==> src/rtl/uart_tx_arbiter_pkg.sv <==
// Shared types and defaults for the UART transmit arbiter.
package uart_arb_pkg;

    typedef enum logic [1:0] {
        IDLE      = 2'd0,
        ISSUE     = 2'd1,
        WAIT_BUSY = 2'd2,
        WAIT_DONE = 2'd3
    } arb_state_e;

    localparam int N_DEFAULT         = 4;
    localparam int BUSY_WAIT_DEFAULT = 4;

endpackage

==> src/rtl/uart_tx_arbiter_if.sv <==
// Client-side and UART-side signals of the arbiter, bundled as one interface.
interface uart_arb_if
    import uart_arb_pkg::*;
#(
    parameter int N = N_DEFAULT
);
    localparam int W = $clog2(N);

    logic [N-1:0]   req;
    logic [8*N-1:0] data;
    logic [N-1:0]   lock;
    logic [N-1:0]   ack;
    logic [7:0]     tx_data;
    logic           tx_wr;
    logic           tx_busy;
    logic [W-1:0]   grant_id;
    logic           err;

    // arbiter side
    modport slave (
        input  req, data, lock, tx_busy,
        output ack, tx_data, tx_wr, grant_id, err
    );

    // clients + UART side
    modport master (
        output req, data, lock, tx_busy,
        input  ack, tx_data, tx_wr, grant_id, err
    );

endinterface

==> src/rtl/uart_tx_arbiter_rr_pick.sv <==
// Round-robin picker: first set request at or above ptr, wrapping N-1 -> 0.
module rr_pick
    import uart_arb_pkg::*;
#(
    parameter int N = N_DEFAULT
) (
    input  logic [N-1:0]         req,
    input  logic [$clog2(N)-1:0] ptr,
    output logic                 valid,
    output logic [$clog2(N)-1:0] idx
);
    localparam int W = $clog2(N);

    function automatic logic [W-1:0] wrap_add(input logic [W-1:0] base, input int offs);
        int s;
        s = int'(base) + offs;
        if (s >= N) begin
            s = s - N;
        end
        return W'(s);
    endfunction

    // Scan from the farthest offset down so the nearest hit to ptr wins.
    always_comb begin
        valid = 1'b0;
        idx   = '0;
        for (int k = N - 1; k >= 0; k--) begin
            if (req[wrap_add(ptr, k)]) begin
                valid = 1'b1;
                idx   = wrap_add(ptr, k);
            end
        end
    end

endmodule

==> src/rtl/uart_tx_arbiter.sv <==
// Round-robin arbiter sharing one UART transmitter between N byte clients.
//
//  state     | meaning
//  ----------+-------------------------------------------------------------
//  IDLE      | waiting for a request while the UART is not busy
//  ISSUE     | ack/tx_wr/tx_data visible for this one cycle
//  WAIT_BUSY | waiting for tx_busy to rise; timeout pulses err
//  WAIT_DONE | frame in flight, waiting for tx_busy to fall
module uart_tx_arbiter
    import uart_arb_pkg::*;
#(
    parameter int N         = N_DEFAULT,
    parameter int BUSY_WAIT = BUSY_WAIT_DEFAULT
) (
    input  logic       clk,
    input  logic       rst,
    uart_arb_if.slave  bus
);
    localparam int W  = $clog2(N);
    localparam int CW = $clog2(BUSY_WAIT + 1);

    arb_state_e      state_q, state_d;
    logic [CW-1:0]   cnt_q, cnt_d;
    logic [W-1:0]    ptr_q, ptr_d;
    logic [N-1:0]    ack_q, ack_d;
    logic [7:0]      tx_data_q, tx_data_d;
    logic            tx_wr_q, tx_wr_d;
    logic [W-1:0]    grant_id_q, grant_id_d;
    logic            err_q, err_d;

    logic            rr_valid;
    logic [W-1:0]    rr_idx;
    logic            lock_hit;
    logic [W-1:0]    win;

    rr_pick #(.N(N)) u_rr_pick (
        .req   (bus.req),
        .ptr   (ptr_q),
        .valid (rr_valid),
        .idx   (rr_idx)
    );

    // A locked client that is still requesting keeps the grant ahead of round-robin.
    assign lock_hit = bus.lock[grant_id_q] & bus.req[grant_id_q];
    assign win      = lock_hit ? grant_id_q : rr_idx;

    // Next-state and next-output computation.
    always_comb begin
        state_d    = state_q;
        cnt_d      = cnt_q;
        ptr_d      = ptr_q;
        ack_d      = '0;
        tx_data_d  = tx_data_q;
        tx_wr_d    = 1'b0;
        grant_id_d = grant_id_q;
        err_d      = 1'b0;
        case (state_q)
            IDLE: begin
                if (rr_valid && !bus.tx_busy) begin
                    ack_d[win] = 1'b1;
                    tx_data_d  = bus.data[8*int'(win) +: 8];
                    tx_wr_d    = 1'b1;
                    grant_id_d = win;
                    if (!lock_hit) begin
                        ptr_d = (int'(win) == N - 1) ? '0 : win + W'(1);
                    end
                    state_d = ISSUE;
                end
            end
            ISSUE: begin
                cnt_d   = '0;
                state_d = WAIT_BUSY;
            end
            WAIT_BUSY: begin
                cnt_d = cnt_q + CW'(1);
                // busy takes priority over a simultaneous timeout
                if (bus.tx_busy) begin
                    state_d = WAIT_DONE;
                end else if (cnt_d == CW'(BUSY_WAIT)) begin
                    err_d   = 1'b1;
                    state_d = IDLE;
                end
            end
            WAIT_DONE: begin
                if (!bus.tx_busy) begin
                    state_d = IDLE;
                end
            end
            default: state_d = IDLE;
        endcase
    end

    // State, counter, pointer and output registers.
    always_ff @(posedge clk or negedge rst) begin
        if (!rst) begin
            state_q    <= IDLE;
            cnt_q      <= '0;
            ptr_q      <= '0;
            ack_q      <= '0;
            tx_data_q  <= '0;
            tx_wr_q    <= 1'b0;
            grant_id_q <= '0;
            err_q      <= 1'b0;
        end else begin
            state_q    <= state_d;
            cnt_q      <= cnt_d;
            ptr_q      <= ptr_d;
            ack_q      <= ack_d;
            tx_data_q  <= tx_data_d;
            tx_wr_q    <= tx_wr_d;
            grant_id_q <= grant_id_d;
            err_q      <= err_d;
        end
    end

    assign bus.ack      = ack_q;
    assign bus.tx_data  = tx_data_q;
    assign bus.tx_wr    = tx_wr_q;
    assign bus.grant_id = grant_id_q;
    assign bus.err      = err_q;

endmodule
==> src/flat_wrapper.sv <==
// flat-port wrapper written by rule: the top's interface ports become plain ports
module uart_tx_arbiter_flat import uart_arb_pkg::*;
#(
    parameter int N         = N_DEFAULT,
    parameter int BUSY_WAIT = BUSY_WAIT_DEFAULT
)
  (clk, rst, bus_req, bus_data, bus_lock, bus_tx_busy, bus_ack, bus_tx_data, bus_tx_wr, bus_grant_id, bus_err);
  uart_arb_if #(.N(N)) bus_i ();
  input  logic clk;
  input  logic rst;
  input wire logic [$bits(bus_i.req)-1:0] bus_req;
  input wire logic [$bits(bus_i.data)-1:0] bus_data;
  input wire logic [$bits(bus_i.lock)-1:0] bus_lock;
  input wire logic [$bits(bus_i.tx_busy)-1:0] bus_tx_busy;
  output wire logic [$bits(bus_i.ack)-1:0] bus_ack;
  output wire logic [$bits(bus_i.tx_data)-1:0] bus_tx_data;
  output wire logic [$bits(bus_i.tx_wr)-1:0] bus_tx_wr;
  output wire logic [$bits(bus_i.grant_id)-1:0] bus_grant_id;
  output wire logic [$bits(bus_i.err)-1:0] bus_err;
  assign bus_i.req = bus_req;
  assign bus_i.data = bus_data;
  assign bus_i.lock = bus_lock;
  assign bus_i.tx_busy = bus_tx_busy;
  assign bus_ack = bus_i.ack;
  assign bus_tx_data = bus_i.tx_data;
  assign bus_tx_wr = bus_i.tx_wr;
  assign bus_grant_id = bus_i.grant_id;
  assign bus_err = bus_i.err;
  uart_tx_arbiter #(.N(N), .BUSY_WAIT(BUSY_WAIT)) u_core (.clk(clk), .rst(rst), .bus(bus_i));
endmodule
==> config.mk <==
export PLATFORM = sky130hd
export DESIGN_NAME = uart_tx_arbiter_flat
export DESIGN_NICKNAME = d
export VERILOG_FILES = /design/src/rtl/uart_tx_arbiter_pkg.sv /design/src/rtl/uart_tx_arbiter_if.sv /design/src/rtl/uart_tx_arbiter_rr_pick.sv /design/src/rtl/uart_tx_arbiter.sv /design/src/flat_wrapper.sv
export SDC_FILE = /design/constraint.sdc
export NUM_CORES = 1
export LEC_CHECK = 0
export ABC_AREA = 1
export BUFFER_PORTS_ARGS = -buffer_cell sky130_fd_sc_hd__buf_2
export CAP_MARGIN = 40
export CORE_MARGIN = 4
export CORE_UTILIZATION = 35
export DETAILED_ROUTE_END_ITERATION = 12
export SKIP_LAST_GASP = 1
export SYNTH_ARGS = -nofsm -noshare
export SYNTH_HDL_FRONTEND = slang
export SYNTH_SLANG_ARGS = --single-unit
==> constraint.sdc <==
create_clock -name clk -period 1.95 [get_ports clk]
set_input_delay 0.4875 -clock clk [delete_from_list [all_inputs] [get_ports clk]]
set_output_delay 0.4875 -clock clk [all_outputs]
set_load 0.005 [all_outputs]
==> results.tsv <==
metric	value	unit
setup_viol	0	
rr_worst_depth	13	
hpwl	3.11	mm
ir_drop	0.000585	V
final-hold-violation-count	0	
synth_top_area_frac	0.352	
vias	1636	
skew	0.00197	ns
fillers	483	
rrSetupSlack	0.20	ns
netlist_area	0.00164	mm2
gp_congestion	0.804	
cp.depth	13	
syn-mean-instance-area	6.63	um2
clk_pin_slew	0.08	ns
grt_start_max_net_pins	24	
synth_cells	247	
synth.ff_latch_count	23	
ios	59	
power_density	1440	mW/mm2
critPathBufInv	2	
rsz0062_at_grt	no	
ant_nets	0	
initial_core_util	0.368	
diodes	0	
critPathCaptureType	flop	
cp_cell_sequence	inv_4, nand2_1, nand2_2, nand2_2, nand3_1, nand2_1, nand2_1, nand3_4, nand2_4, buf_4, nand2_1, nand3_1, nand3_1	
overflow	0	
antenna_found_initial	0	
die_h	76.4	um
endpoint	u_core.bus.tx_data[1]	
die_w	76.4	um
drt_iter0_markers	45	
nets	364	
fin_tns_setup	0	ns
max_stage_delay	0.48	ns
grt_pass1_wl	6.93	mm
hp-class	primary input to asynchronous set/reset pin	
dp_cells	359	
fmax	0.570	GHz
final_cells	365	
die_area	0.00583	mm2
post-route-drc-count	0	
yosysSeqAreaShare	0.352	
synth_cell_types	22	
core_area	0.00444	mm2
critPathMaxFanout	10	
slew_viol_final	0	
yosys.area.top_type	dfrtp_1	
arrival	1.90	ns
fin_crit	1.75	ns
cts_made_buffers	3	
synth_nets	297	
drv_cap	0	
wl_per_cell	10.9	um
crit_family	simple AND/OR/NAND/NOR gates	
fin_crit_sh	0.899	
syn_to_final_growth	27.9	%
cts_tree	built	
crit_type	flop to flop	
cp-start-kind	flop	
required	2.10	ns
max_slew_margin	0.646	
outcome	finished, final reports clean	
r2r_start	u_core.ptr_q[0]	
fin_area	0.00209	mm2
grtUsageTotal	0.139	
routed_wl	3.98	mm
htree_num_levels	1	
clock_latency	0.26	ns
startpoint	u_core.ptr_q[0]	
cp_common_cell	nand2_1	
slowest_stage	dfrtp_2	
vias_per_cell	4.48	
dr.pass1.iters	4	
port_buffers	58	
yosys_warnings	0	
num_rows	24	
synth.area.top_cells	dfrtp_1 (35%), nand2_1 (17%), nand3_1 (15%)	
layout-drive-gt1-share	0.288	
tightest_slew	0.531	ns
clock-sinks	23	
leakagePower	1.32	nW
clk_path_buf_depth	2	
grt_pass1_vias	1608	
root_buffer	clkbuf_8	
placed_area	0.00200	mm2
r2r-end	u_core.bus.tx_data[1]	
## state kept, by name, indices dropped and copies added, names as in the netlist
name	count
u_core.state_q	2
u_core.ptr_q	2
u_core.bus.tx_data	8
u_core.bus.err	1
u_core.cnt_q	3
u_core.bus.grant_id	2
u_core.bus.ack	4
u_core.bus.tx_wr	1
## through the flow
stage               utilization  total power, mW  worst slack, ns  hold slack [ns]
finish                    0.471             3.01            0.197            0.194
global route              0.471             3.38          0.00312            0.236
detailed placement        0.450             2.63           0.0746            0.481
floorplan                     -             2.13           0.0774            0.192
global placement          0.450             2.61           0.0784            0.480
CTS                       0.461             2.94           0.0586            0.213
## cell families (layout without fill, tap and decap cells)
| kind of cell | count (synthesis) | after routing | share of synthesized area |
|---|---|---|---|
| and+or+nand+nor | 145 | 145 | 0.403 |
| buffers and inverters | 61 | 127 | 0.156 |
| DFF | 23 | 23 | 0.352 |
| AOI/OAI and AO/OA | 10 | 10 | 0.0306 |
| adders and majority gates | 7 | 7 | 0.0535 |
| xor gates and xnor gates | 1 | 1 | 0.00535 |
## routing by layer
layer | share of wire | vias up | routed length, um | global-route usage
met2 | 0.46 | 39 | 1820 | 0.232
met5 | 0 | - | 0 | 0
met4 | 0.0018 | 0 | 7 | 0.0272
li1 | - | 884 | - | -
met1 | 0.49 | 711 | 1970 | 0.191
met3 | 0.048 | 2 | 190 | 0.0236
## area by class of cell
| type | instances | area (um2) | share of cell area |
|---|---|---|---|
| flip-flops and latches | 23 | 578 | 0.276 |
| repair buffers | 67 | 362 | 0.173 |
| multi-input cells | 163 | 831 | 0.397 |
| clock buffers | 4 | 45.0 | 0.0215 |
| inverters | 56 | 213 | 0.102 |
| well taps | 52 | 65.1 | 0.0311 |
## cells in the mapped netlist (all sizes together)
| library cell | n |
|---|---|
| ha | 7 |
| clkbuf | 1 |
| inv | 56 |
| buf | 4 |
| o21ai | 5 |
| nand3 | 52 |
| nor2 | 10 |
| xnor2 | 1 |
| a21oi | 5 |
| nor3 | 2 |
| nand2 | 81 |
| dfrtp | 23 |
## cell usage in the layout, fill, tap and decap left out
| cell type | count |
|---|---|
| a21oi_1 | 5 |
| buf_2 | 58 |
| buf_4 | 8 |
| buf_6 | 1 |
| clkbuf_1 | 1 |
| clkbuf_8 | 3 |
| dfrtp_1 | 21 |
| dfrtp_2 | 2 |
| ha_1 | 7 |
| inv_1 | 53 |
| inv_2 | 2 |
| inv_4 | 1 |
| nand2_1 | 72 |
| nand2_2 | 8 |
| nand2_4 | 1 |
| nand3_1 | 50 |
| nand3_4 | 2 |
| nor2_1 | 6 |
| nor2_2 | 2 |
| nor2_4 | 2 |
| nor3_1 | 2 |
| o21ai_0 | 5 |
| xnor2_1 | 1 |
## worst min-delay path by stage
| stage | cells after the start | end | slack [ns] |
|---|---|---|---|
| after global placement | 2 | u_core.bus.tx_data[7] | 0.48 |
| after global routing | 1 | u_core.state_q[0] | 0.24 |
| after detailed placement | 2 | u_core.bus.tx_data[7] | 0.48 |
| after floorplan | 0 | u_core.bus.ack[0] | 0.19 |
| after CTS | 1 | u_core.state_q[1] | 0.21 |
| final | 1 | u_core.state_q[1] | 0.19 |
## what timing repair did
item | in CTS | in global routing
hold buffers | 0 | 0
setup buffers | 0 | 2
resized for setup | 0 | 12
endpoints found under the setup margin | 0 | 13
## report_power, final
part	total, mW	leakage [nW]	switching [mW]	internal [mW]
clock	0.300	0.0228	0.154	0.146
sequential	0.804	0.292	0.137	0.667
combinational	1.91	1.00	1.15	0.760
total	3.01	1.32	1.44	1.57
No activity file was read; power rests on OpenSTA's default activity.
